<file path="config.mk">
export PLATFORM = sky130hd
export DESIGN_NAME = sopc_run_ctrl_flat
export DESIGN_NICKNAME = d
export VERILOG_FILES = /design/src/rtl/sopc_run_ctrl_if.sv /design/src/rtl/sopc_run_ctrl.sv /design/src/flat_wrapper.sv
export SDC_FILE = /design/constraint.sdc
export NUM_CORES = 1
export LEC_CHECK = 0
export CORE_MARGIN = 8
export CORE_UTILIZATION = 54
export CTS_CLUSTER_SIZE = 14
export DETAILED_ROUTE_END_ITERATION = 16
export PLACE_DENSITY = 0.84
export SLEW_MARGIN = 20
export SYNTH_ARGS = -nofsm -noshare
export SYNTH_HDL_FRONTEND = slang
export SYNTH_SLANG_ARGS = --single-unit
</file>
<file path="constraint.sdc">
create_clock -name clk -period 2.44 [get_ports clk]
set_input_delay 0.366 -clock clk [delete_from_list [all_inputs] [get_ports clk]]
set_output_delay 0.366 -clock clk [all_outputs]
set_load 0.02 [all_outputs]
</file>
<file path="src/rtl/sopc_run_ctrl_if.sv">
// Run-control bus: restart/completion inputs and the reset/status outputs.
// Latency: none, plain bundle of wires.
// Backpressure: none; levels and single-cycle pulses only.
interface sopc_run_ctrl_if #(
  parameter int N_CH  = 2,
  parameter int CNT_W = 32
);
  logic             soft_restart;
  logic             cpu_done;
  logic [N_CH-1:0]  core_rst;
  logic             running;
  logic             done;
  logic             timeout;
  logic [CNT_W-1:0] cycle_cnt;

  // Controller side drives resets and status.
  modport master (
    input  soft_restart,
    input  cpu_done,
    output core_rst,
    output running,
    output done,
    output timeout,
    output cycle_cnt
  );

  // SoC / bench side drives restart and completion.
  modport slave (
    output soft_restart,
    output cpu_done,
    input  core_rst,
    input  running,
    input  done,
    input  timeout,
    input  cycle_cnt
  );
endinterface

</file>
<file path="src/rtl/sopc_run_ctrl.sv">
// Reset sequencer and run watchdog: staggered channel release, bounded run, soft restart.
// Latency: all outputs registered; every input acts on the next rising edge.
// Backpressure: none; cpu_done and soft_restart are sampled each edge, never stalled.
module sopc_run_ctrl #(
  parameter int RST_CYCLES = 10,
  parameter int N_CH       = 2,
  parameter int STAGGER    = 2,
  parameter int RUN_CYCLES = 100,
  parameter int CNT_W      = 32
) (
  input  logic            clk,
  input  logic            rst,
  sopc_run_ctrl_if.master bus
);

  // Last hold-counter value: the edge on which the final channel releases.
  localparam int HOLD_MAX = RST_CYCLES + (N_CH - 1) * STAGGER;
  localparam int HCNT_W   = $clog2(HOLD_MAX + 1);
  localparam logic [HCNT_W-1:0] HOLD_END = HCNT_W'(HOLD_MAX);

  // Limit compare value is one below the limit so the timeout lands on the
  // same edge cycle_cnt reaches RUN_CYCLES.
  localparam bit               LIM_EN = (RUN_CYCLES != 0);
  localparam logic [CNT_W-1:0] LIM    = CNT_W'(RUN_CYCLES);
  localparam logic [CNT_W-1:0] LIM_M1 = LIM_EN ? CNT_W'(RUN_CYCLES - 1) : '0;

  typedef enum logic [1:0] {
    S_HOLD = 2'd0,
    S_RUN  = 2'd1,
    S_STOP = 2'd2
  } state_t;

  state_t            state_q, state_d;
  logic [HCNT_W-1:0] hcnt_q, hcnt_d;
  logic [HCNT_W-1:0] hcnt_inc;
  logic [N_CH-1:0]   core_rst_q, core_rst_d;
  logic              running_q, running_d;
  logic              done_q, done_d;
  logic              timeout_q, timeout_d;
  logic [CNT_W-1:0]  cnt_q, cnt_d;

  assign hcnt_inc = hcnt_q + HCNT_W'(1);

  // Next-state logic: soft restart wins over everything, then per-state work.
  always_comb begin
    state_d    = state_q;
    hcnt_d     = hcnt_q;
    core_rst_d = core_rst_q;
    running_d  = running_q;
    done_d     = done_q;
    timeout_d  = timeout_q;
    cnt_d      = cnt_q;

    if (bus.soft_restart) begin
      // This edge becomes edge 0 of a fresh release sequence.
      state_d    = S_HOLD;
      hcnt_d     = '0;
      core_rst_d = '1;
      running_d  = 1'b0;
      done_d     = 1'b0;
      timeout_d  = 1'b0;
      cnt_d      = '0;
    end else begin
      case (state_q)
        S_HOLD: begin
          hcnt_d = hcnt_inc;
          // Channel i drops once the counter hits its staggered release edge;
          // bits already cleared are never set again while holding.
          for (int i = 0; i < N_CH; i++) begin
            if (hcnt_inc == HCNT_W'(RST_CYCLES + i * STAGGER)) begin
              core_rst_d[i] = 1'b0;
            end
          end
          if (hcnt_inc == HOLD_END) begin
            state_d   = S_RUN;
            running_d = 1'b1;
          end
        end
        S_RUN: begin
          if (bus.cpu_done) begin
            // Completion beats a coincident limit; count freezes.
            state_d    = S_STOP;
            core_rst_d = '1;
            running_d  = 1'b0;
            done_d     = 1'b1;
          end else if (LIM_EN && (cnt_q == LIM_M1)) begin
            state_d    = S_STOP;
            core_rst_d = '1;
            running_d  = 1'b0;
            timeout_d  = 1'b1;
            cnt_d      = LIM;
          end else if (cnt_q != '1) begin
            // Saturating count keeps unlimited runs from wrapping.
            cnt_d = cnt_q + CNT_W'(1);
          end
        end
        S_STOP: begin
          // Frozen until restart or reset.
        end
        default: begin
          state_d    = S_HOLD;
          hcnt_d     = '0;
          core_rst_d = '1;
          running_d  = 1'b0;
        end
      endcase
    end
  end

  // State and output registers; reset forces every channel back into reset at once.
  always_ff @(posedge clk or posedge rst) begin
    if (rst) begin
      state_q    <= S_HOLD;
      hcnt_q     <= '0;
      core_rst_q <= '1;
      running_q  <= 1'b0;
      done_q     <= 1'b0;
      timeout_q  <= 1'b0;
      cnt_q      <= '0;
    end else begin
      state_q    <= state_d;
      hcnt_q     <= hcnt_d;
      core_rst_q <= core_rst_d;
      running_q  <= running_d;
      done_q     <= done_d;
      timeout_q  <= timeout_d;
      cnt_q      <= cnt_d;
    end
  end

  assign bus.core_rst  = core_rst_q;
  assign bus.running   = running_q;
  assign bus.done      = done_q;
  assign bus.timeout   = timeout_q;
  assign bus.cycle_cnt = cnt_q;

endmodule

</file>
<file path="src/flat_wrapper.sv">
// flat-port wrapper written by rule: the top's interface ports become plain ports
module sopc_run_ctrl_flat 
#(
  parameter int RST_CYCLES = 10,
  parameter int N_CH       = 2,
  parameter int STAGGER    = 2,
  parameter int RUN_CYCLES = 100,
  parameter int CNT_W      = 32
)
  (clk, rst, bus_soft_restart, bus_cpu_done, bus_core_rst, bus_running, bus_done, bus_timeout, bus_cycle_cnt);
  sopc_run_ctrl_if #(.N_CH(N_CH), .CNT_W(CNT_W)) bus_i ();
  input  logic clk;
  input  logic rst;
  input wire logic [$bits(bus_i.soft_restart)-1:0] bus_soft_restart;
  input wire logic [$bits(bus_i.cpu_done)-1:0] bus_cpu_done;
  output wire logic [$bits(bus_i.core_rst)-1:0] bus_core_rst;
  output wire logic [$bits(bus_i.running)-1:0] bus_running;
  output wire logic [$bits(bus_i.done)-1:0] bus_done;
  output wire logic [$bits(bus_i.timeout)-1:0] bus_timeout;
  output wire logic [$bits(bus_i.cycle_cnt)-1:0] bus_cycle_cnt;
  assign bus_i.soft_restart = bus_soft_restart;
  assign bus_i.cpu_done = bus_cpu_done;
  assign bus_core_rst = bus_i.core_rst;
  assign bus_running = bus_i.running;
  assign bus_done = bus_i.done;
  assign bus_timeout = bus_i.timeout;
  assign bus_cycle_cnt = bus_i.cycle_cnt;
  sopc_run_ctrl #(.RST_CYCLES(RST_CYCLES), .N_CH(N_CH), .STAGGER(STAGGER), .RUN_CYCLES(RUN_CYCLES), .CNT_W(CNT_W)) u_core (.clk(clk), .rst(rst), .bus(bus_i));
endmodule
</file>
# Yosys cells after proc, flatten, opt, wreduce, memory -nomap -nowiden
# Cells that the tools add are included.
# word_totals
word_cells,63
ff_bits,43
output_inout_bits,37
# op_classes
eq_ne,12
addsub,2
n_reduce_logical,11
mux,30
# op_table
cell,n
32-bit two-way mux,5
32-bit by 1-bit adder with 32-bit output (second input constant),1
32-bit by 7-bit equality test with 1-bit output (second input constant),1
32-bit inequality test (second input constant),1
2-bit two-way mux,7
1-bit two-way mux,13
2-bit one-hot mux with 3 select lines,2
3-bit AND reduction,4
4-bit equality test (second input constant),2
4-bit one-hot mux with 2 select lines,1
3-bit by 2-bit inequality test with 1-bit output (second input constant),2
2-bit nonzero test,3
4-bit by 1-bit adder with 4-bit output (second input constant),1
4-bit two-way mux,1
2-bit inequality test (second input constant),2
4-bit by 3-bit inequality test with 1-bit output (second input constant),1
1-bit one-hot mux with 3 select lines,1
3-bit nonzero test,1
2-bit by 1-bit equality test with 1-bit output (second input constant),1
2-bit equality test (second input constant),1
2-bit zero test,1
2-bit by 1-bit inequality test with 1-bit output (second input constant),1
2-bit AND reduction,1
2-bit OR reduction,1

# Depth between registers and ports, before layout
# Gate-level depths: netlist (run 1).
# depth
ltp_word,6
mapped_depth,9
ltp_nobuf,7

# Worst setup path after synthesis (run 1)
# OpenSTA, ideal clock, no wires.
# synth_timing
path_type,register -> register
from,"register u_core.cnt_q[1], in the netlist u_core.bus.cycle_cnt[1]"
to,"register u_core.cnt_q[20], in the netlist u_core.bus.cycle_cnt[20]"
path_buffers,3
arrival_time_ns,2.167
path_stages_with_launch,10
path_slack_ns,0.155
setup_ns,0.118
cell_sequence,dfrtp_1 -> ha_1 -> nand4_1 -> or4_1 -> buf_2 -> o21ai_1 -> buf_4 -> buf_6 -> o22ai_1 -> a21o_1
# synth_via
elab_chain_len,6
elab_cells_between_ends,10
classes_between,add/sub: 1; eq/ne: 2; mux: 5; reduce/logical: 2
# synth_lines
item,line,rtl
from (decl),sopc_run_ctrl.sv:40,"logic [CNT_W-1:0] cnt_q, cnt_d;"
from (signal assigned),sopc_run_ctrl.sv:127,cnt_q <= cnt_d;
32-bit by 1-bit adder with 32-bit output,sopc_run_ctrl.sv:94,cnt_d = cnt_q + CNT_W'(1);
32-bit two-way mux,sopc_run_ctrl.sv:92,end else if (cnt_q != '1) begin
32-bit two-way mux,sopc_run_ctrl.sv:86,end else if (LIM_EN && (cnt_q == LIM_M1)) begin
32-bit two-way mux,sopc_run_ctrl.sv:80,if (bus.cpu_done) begin
32-bit two-way mux,sopc_run_ctrl.sv:64,case (state_q)
32-bit two-way mux,sopc_run_ctrl.sv:54,if (bus.soft_restart) begin
# Several ways; a longest one is shown, not always the timed one. The select of a mux whose other input is x is not followed.
# A chain may end at the register's enable or synchronous reset.

# Worst setup path in the final report (run 1)
# layout_timing
from,"register u_core.cnt_q[8], in the netlist u_core.bus.cycle_cnt[8]"
to,"register u_core.cnt_q[20], in the netlist u_core.bus.cycle_cnt[20]"
# Same word-level chain as after synthesis.

==> results of run 1 <==
[power by group]
part,leakage [nW],switching (mW),internal (mW),total [mW]
Combinational,0.784,0.0687,0.0479,0.117
Clock,0.0579,0.253,0.301,0.555
Sequential,0.576,0.0129,0.705,0.718
Total,1.42,0.335,1.05,1.39
[cell families (layout without fill, tap and decap cells)]
family,count (synthesis),in the layout,synth area share (%)
simple gates,130,130,29.8
compound gates,78,78,20.1
mux,3,3,1.23
flops,42,42,39.8
buf+inv,24,87,3.87
xor+xnor,6,6,1.98
fa+ha+maj,7,7,3.31
[worst paths after layout]
path / to / cells past startpoint / start / slack [ps]
setup / recovery: u_core.bus.cycle_cnt[20]$_DFFE_PP0P_ / 6 / u_core.bus.cycle_cnt[8]$_DFFE_PP0P_ / 130
hold / removal: u_core.state_q[0]$_DFFE_PP0P_ / 3 / rst / 490
setup reg to reg: u_core.bus.cycle_cnt[20]$_DFFE_PP0P_ / 6 / u_core.bus.cycle_cnt[8]$_DFFE_PP0P_ / 130
hold reg to reg: u_core.bus.core_rst[1]$_DFFE_PP1P_ / 2 / u_core.bus.core_rst[1]$_DFFE_PP1P_ / 490
max in group asynchronous: u_core.bus.cycle_cnt[5]$_DFFE_PP0P_ / 3 / rst / 1570
min in group clk: u_core.bus.core_rst[1]$_DFFE_PP1P_ / 2 / u_core.bus.core_rst[1]$_DFFE_PP1P_ / 490
[layout make-up]
cell class,instances,share of cell area (%)
clock buffers,5,2.00
clock inverters,3,1.16
inverters,10,1.09
multi-input cells,224,43.6
flip-flops and latches,42,30.6
well taps,67,2.44
repair buffers,69,19.1
[cell usage in the layout (no fill, tap or decap), types with 3 or more instances in the layout]
cell	n
sky130_fd_sc_hd__nand2b_1	4
sky130_fd_sc_hd__and4_1	7
sky130_fd_sc_hd__o22ai_1	10
sky130_fd_sc_hd__and3_1	7
sky130_fd_sc_hd__buf_4	26
sky130_fd_sc_hd__or4_1	9
sky130_fd_sc_hd__inv_1	9
sky130_fd_sc_hd__xnor2_1	6
sky130_fd_sc_hd__dfrtp_1	40
sky130_fd_sc_hd__clkbuf_8	5
sky130_fd_sc_hd__clkdlybuf4s50_1	40
sky130_fd_sc_hd__a211oi_1	4
sky130_fd_sc_hd__nand4_1	13
sky130_fd_sc_hd__nor4_1	7
sky130_fd_sc_hd__nor2_1	17
sky130_fd_sc_hd__nor2b_1	6
sky130_fd_sc_hd__o21ai_0	8
sky130_fd_sc_hd__a21oi_1	14
sky130_fd_sc_hd__o21ai_1	3
sky130_fd_sc_hd__a21o_1	10
sky130_fd_sc_hd__nor3b_1	5
sky130_fd_sc_hd__o31ai_1	5
sky130_fd_sc_hd__o41ai_1	3
sky130_fd_sc_hd__nor3_1	8
sky130_fd_sc_hd__nand2_1	14
sky130_fd_sc_hd__ha_1	7
sky130_fd_sc_hd__nand3_1	20
sky130_fd_sc_hd__a22o_1	4
sky130_fd_sc_hd__nor4b_1	7
sky130_fd_sc_hd__buf_12	3
[registers in the layout, summed over array words and instances (netlist names)]
signal / cells
u_core.bus.cycle_cnt: 32
u_core.hcnt_q: 4
u_core.bus.core_rst: 2
u_core.state_q: 2
u_core.bus.done: 1
u_core.bus.timeout: 1
[tightest hold or removal path: stages]
cell,delay (ps)
sky130_fd_sc_hd__clkdlybuf4s50_1,400
sky130_fd_sc_hd__clkinv_1,40
sky130_fd_sc_hd__buf_4,440
[layer usage]
metal	wire length, um	up-vias
met3	647	22
met5	0	-
li1	-	1260
met1	3260	1262
met2	3800	139
met4	182	0
[what timing repair did]
item                                    4_1_cts  5_1_grt
resized for setup                             0        2
endpoints found under the setup margin        0        8
setup buffers                                 0        0
==> run summary, run 1 <==
The run finished with clean final reports. No sink is reached through more buffers than the 2 on the longest clock path. The routed layout has 2683 vias. Number of H-tree levels: 2. Dividing the detail-routed wire length by the instance count gives 18.8 um. Among all flip-flop cells after synthesis, the most frequent one is sky130_fd_sc_hd__dfrtp_1. The final number of max-transition violations was 0; the via count normalized by instance count was 6.39.

The die outline area is 0.00740 sq mm. The vertical die dimension came out at 86.0 um. The share of the Yosys chip area taken by registers is 39.8%. The count of unique library cells instantiated by Yosys came out at 53. The clock insertion delay at the later pin of the skew report was 300 ps. Summing all placed instances gives a cell area of 0.00332 sq mm.

Entering global routing, the biggest net connects 43 pins. For this run the aggregate overflow at the end of global routing stands at 0. Total number of nets in the final design: 363. The maximum fanout encountered on the critical timing path was 7. In the global route stage, met1 resource usage came out at 26.5%. The top cell type by area accounts for 37.8% of the synthesized area. Yosys instantiated no cell more often than sky130_fd_sc_hd__dfrtp_1. After detailed routing, the number of remaining DRC violations is 0.

IR analysis of the VDD net gives a maximum drop of 0.251 mV. Grouping stages by cell kind, the critical path spends the most delay in simple AND/OR/NAND/NOR gates. Once the floorplan was initialized, standard cells occupied 56.1% of the core.

The clock root buffer was sky130_fd_sc_hd__clkbuf_8. For this run, the share of the core covered by cells in the final layout is 72.8%. Total nets after synthesis: 301. The multi-input combinational cell area came out at 0.00150 sq mm.

Setup repair after global routing left no endpoint under its margin. The number of max-cap violations was 0. Type of element launching the critical path: a flip-flop. For the worst hold slack, the log shows 487 ps. In this run the tool buffered the top-level ports with 40 buffer cells.

Class of the tightest hold or removal check: in2async. The kind of critical path was reg2reg. Headroom to the max-slew limit came out at 63.7%.

During I/O placement, the number of pins put on the boundary was 41. The most crowded layer after global routing was met2. Counting every sink on the clock net gives 42.

The first detailed-routing pass took 5 iterations. The share of synthesized flip-flops with an asynchronous set or reset works out to 100%. The first global-routing pass estimated 13.0 mm of wire. The number of buffers and inverters on the critical path is 1, and the total routed wirelength is 7.89 mm.

The tools report the number of global-route vias before repair as 2693. Global routing consumed, on the met2 layer, 35.8% of the routing resources. Leakage power of the design: 1.42 nW. In the post-synthesis netlist, the biggest area contributors are sky130_fd_sc_hd__dfrtp_1 (38%), sky130_fd_sc_hd__nand3_1 (3.8%), sky130_fd_sc_hd__ha_1 (3.3%), sky130_fd_sc_hd__nand4_1 (3.1%), sky130_fd_sc_hd__a21o_1 (2.8%).

Of the cells placed in the final design, the portion with a size suffix greater than 1 is 13.0%. The initial antenna violation count is 0. The delay of the slowest cell on the worst path was 600 ps. At the pin with the least slew margin, the transition time is 545 ps. The sequential cells in the finished layout cover a total of 0.00105 sq mm.

The count of cells in the finished layout, fillers not included, comes to 420. The total number of placement rows was 25; the global-route met3 utilization was 5.92%. 0 antenna diodes ended up in the layout.

The run gives 0.00472 sq mm as the area of the placeable core. TritonCTS built the clock tree. Clock tree synthesis inserted a total of 5 buffers.

Required arrival time at the worst endpoint: 2680 ps. During synthesis, Yosys emitted a total of 0 warnings. For the final database, setup skew stands at 4.16 ps. The detailed router finished its first iteration with 315 violations.

Synthesis produced a netlist whose cell count is 290. In this run, synthesis inferred 0 flip-flops with an integrated enable. The endpoint arrival time on the critical path is 2550 ps, and the placed cell count is 412.

Once detail routing completed, the nets flagged for antenna violations numbered 0. Final setup TNS: 0 ps. Of all cell types, the one taking the most synthesized area is sky130_fd_sc_hd__dfrtp_1. Clock-pin slew was measured on the worst setup and hold paths at 80 ps. Highest clock frequency the design can meet: 0.433 GHz.

For the finished layout, the period the worst path requires is 2310 ps. The total of fill cells in the finished design was 340. The largest individual stage delay along the critical path comes from the cell sky130_fd_sc_hd__or4_1.

After synthesis, the mean cell area works out to 9.13 sq um. Global routing used 21.8% of the available tracks across all layers. Dividing total power by cell area gives a power density of 404 mW/mm^2. Walking the worst path, the cells encountered are nand4_4 > or4_1 > buf_4 > or4_1 > o22ai_1 > a21o_1. The count of endpoints failing hold in the final timing report was 0. Relative to the synthesized area, the layout overhead comes to 29.9%. The overall power came out at 1.39 mW.

The tools report the final-report setup violation count as 0. Of the available clock period, the critical path in the final layout requires 94.5%. The half-perimeter wire length after detailed placement was 5.74 mm. The tools report the nature of the critical path endpoint as a flip-flop.

Synthesis inferred 42 register bits. The die is 86.0 um wide. After routing the design area is 0.00344 sq mm.

The commonest cells after synthesis are sky130_fd_sc_hd__dfrtp_1 (40), sky130_fd_sc_hd__nand3_1 (20), sky130_fd_sc_hd__nor2_1 (17). The mapped netlist covers 0.00265 sq mm. Most used cell along the critical path: sky130_fd_sc_hd__or4_1.

The logs give 0 for the count of hold-fix buffers inserted at cts and 133 ps for the slack of the critical path. Routability-driven placement finished with a final weighted congestion of 0.978. The setup slack at placement came out at 102 ps.
No activity file was read; power rests on OpenSTA's default activity.
==> run 2, diff against run 1 <==
Settings changed: SLEW_MARGIN 20 to default, TNS_END_PERCENT from default to 30.
==> results of run 2 <==
Same layout as run 1: the final DEF is identical, and so are final timing and power.
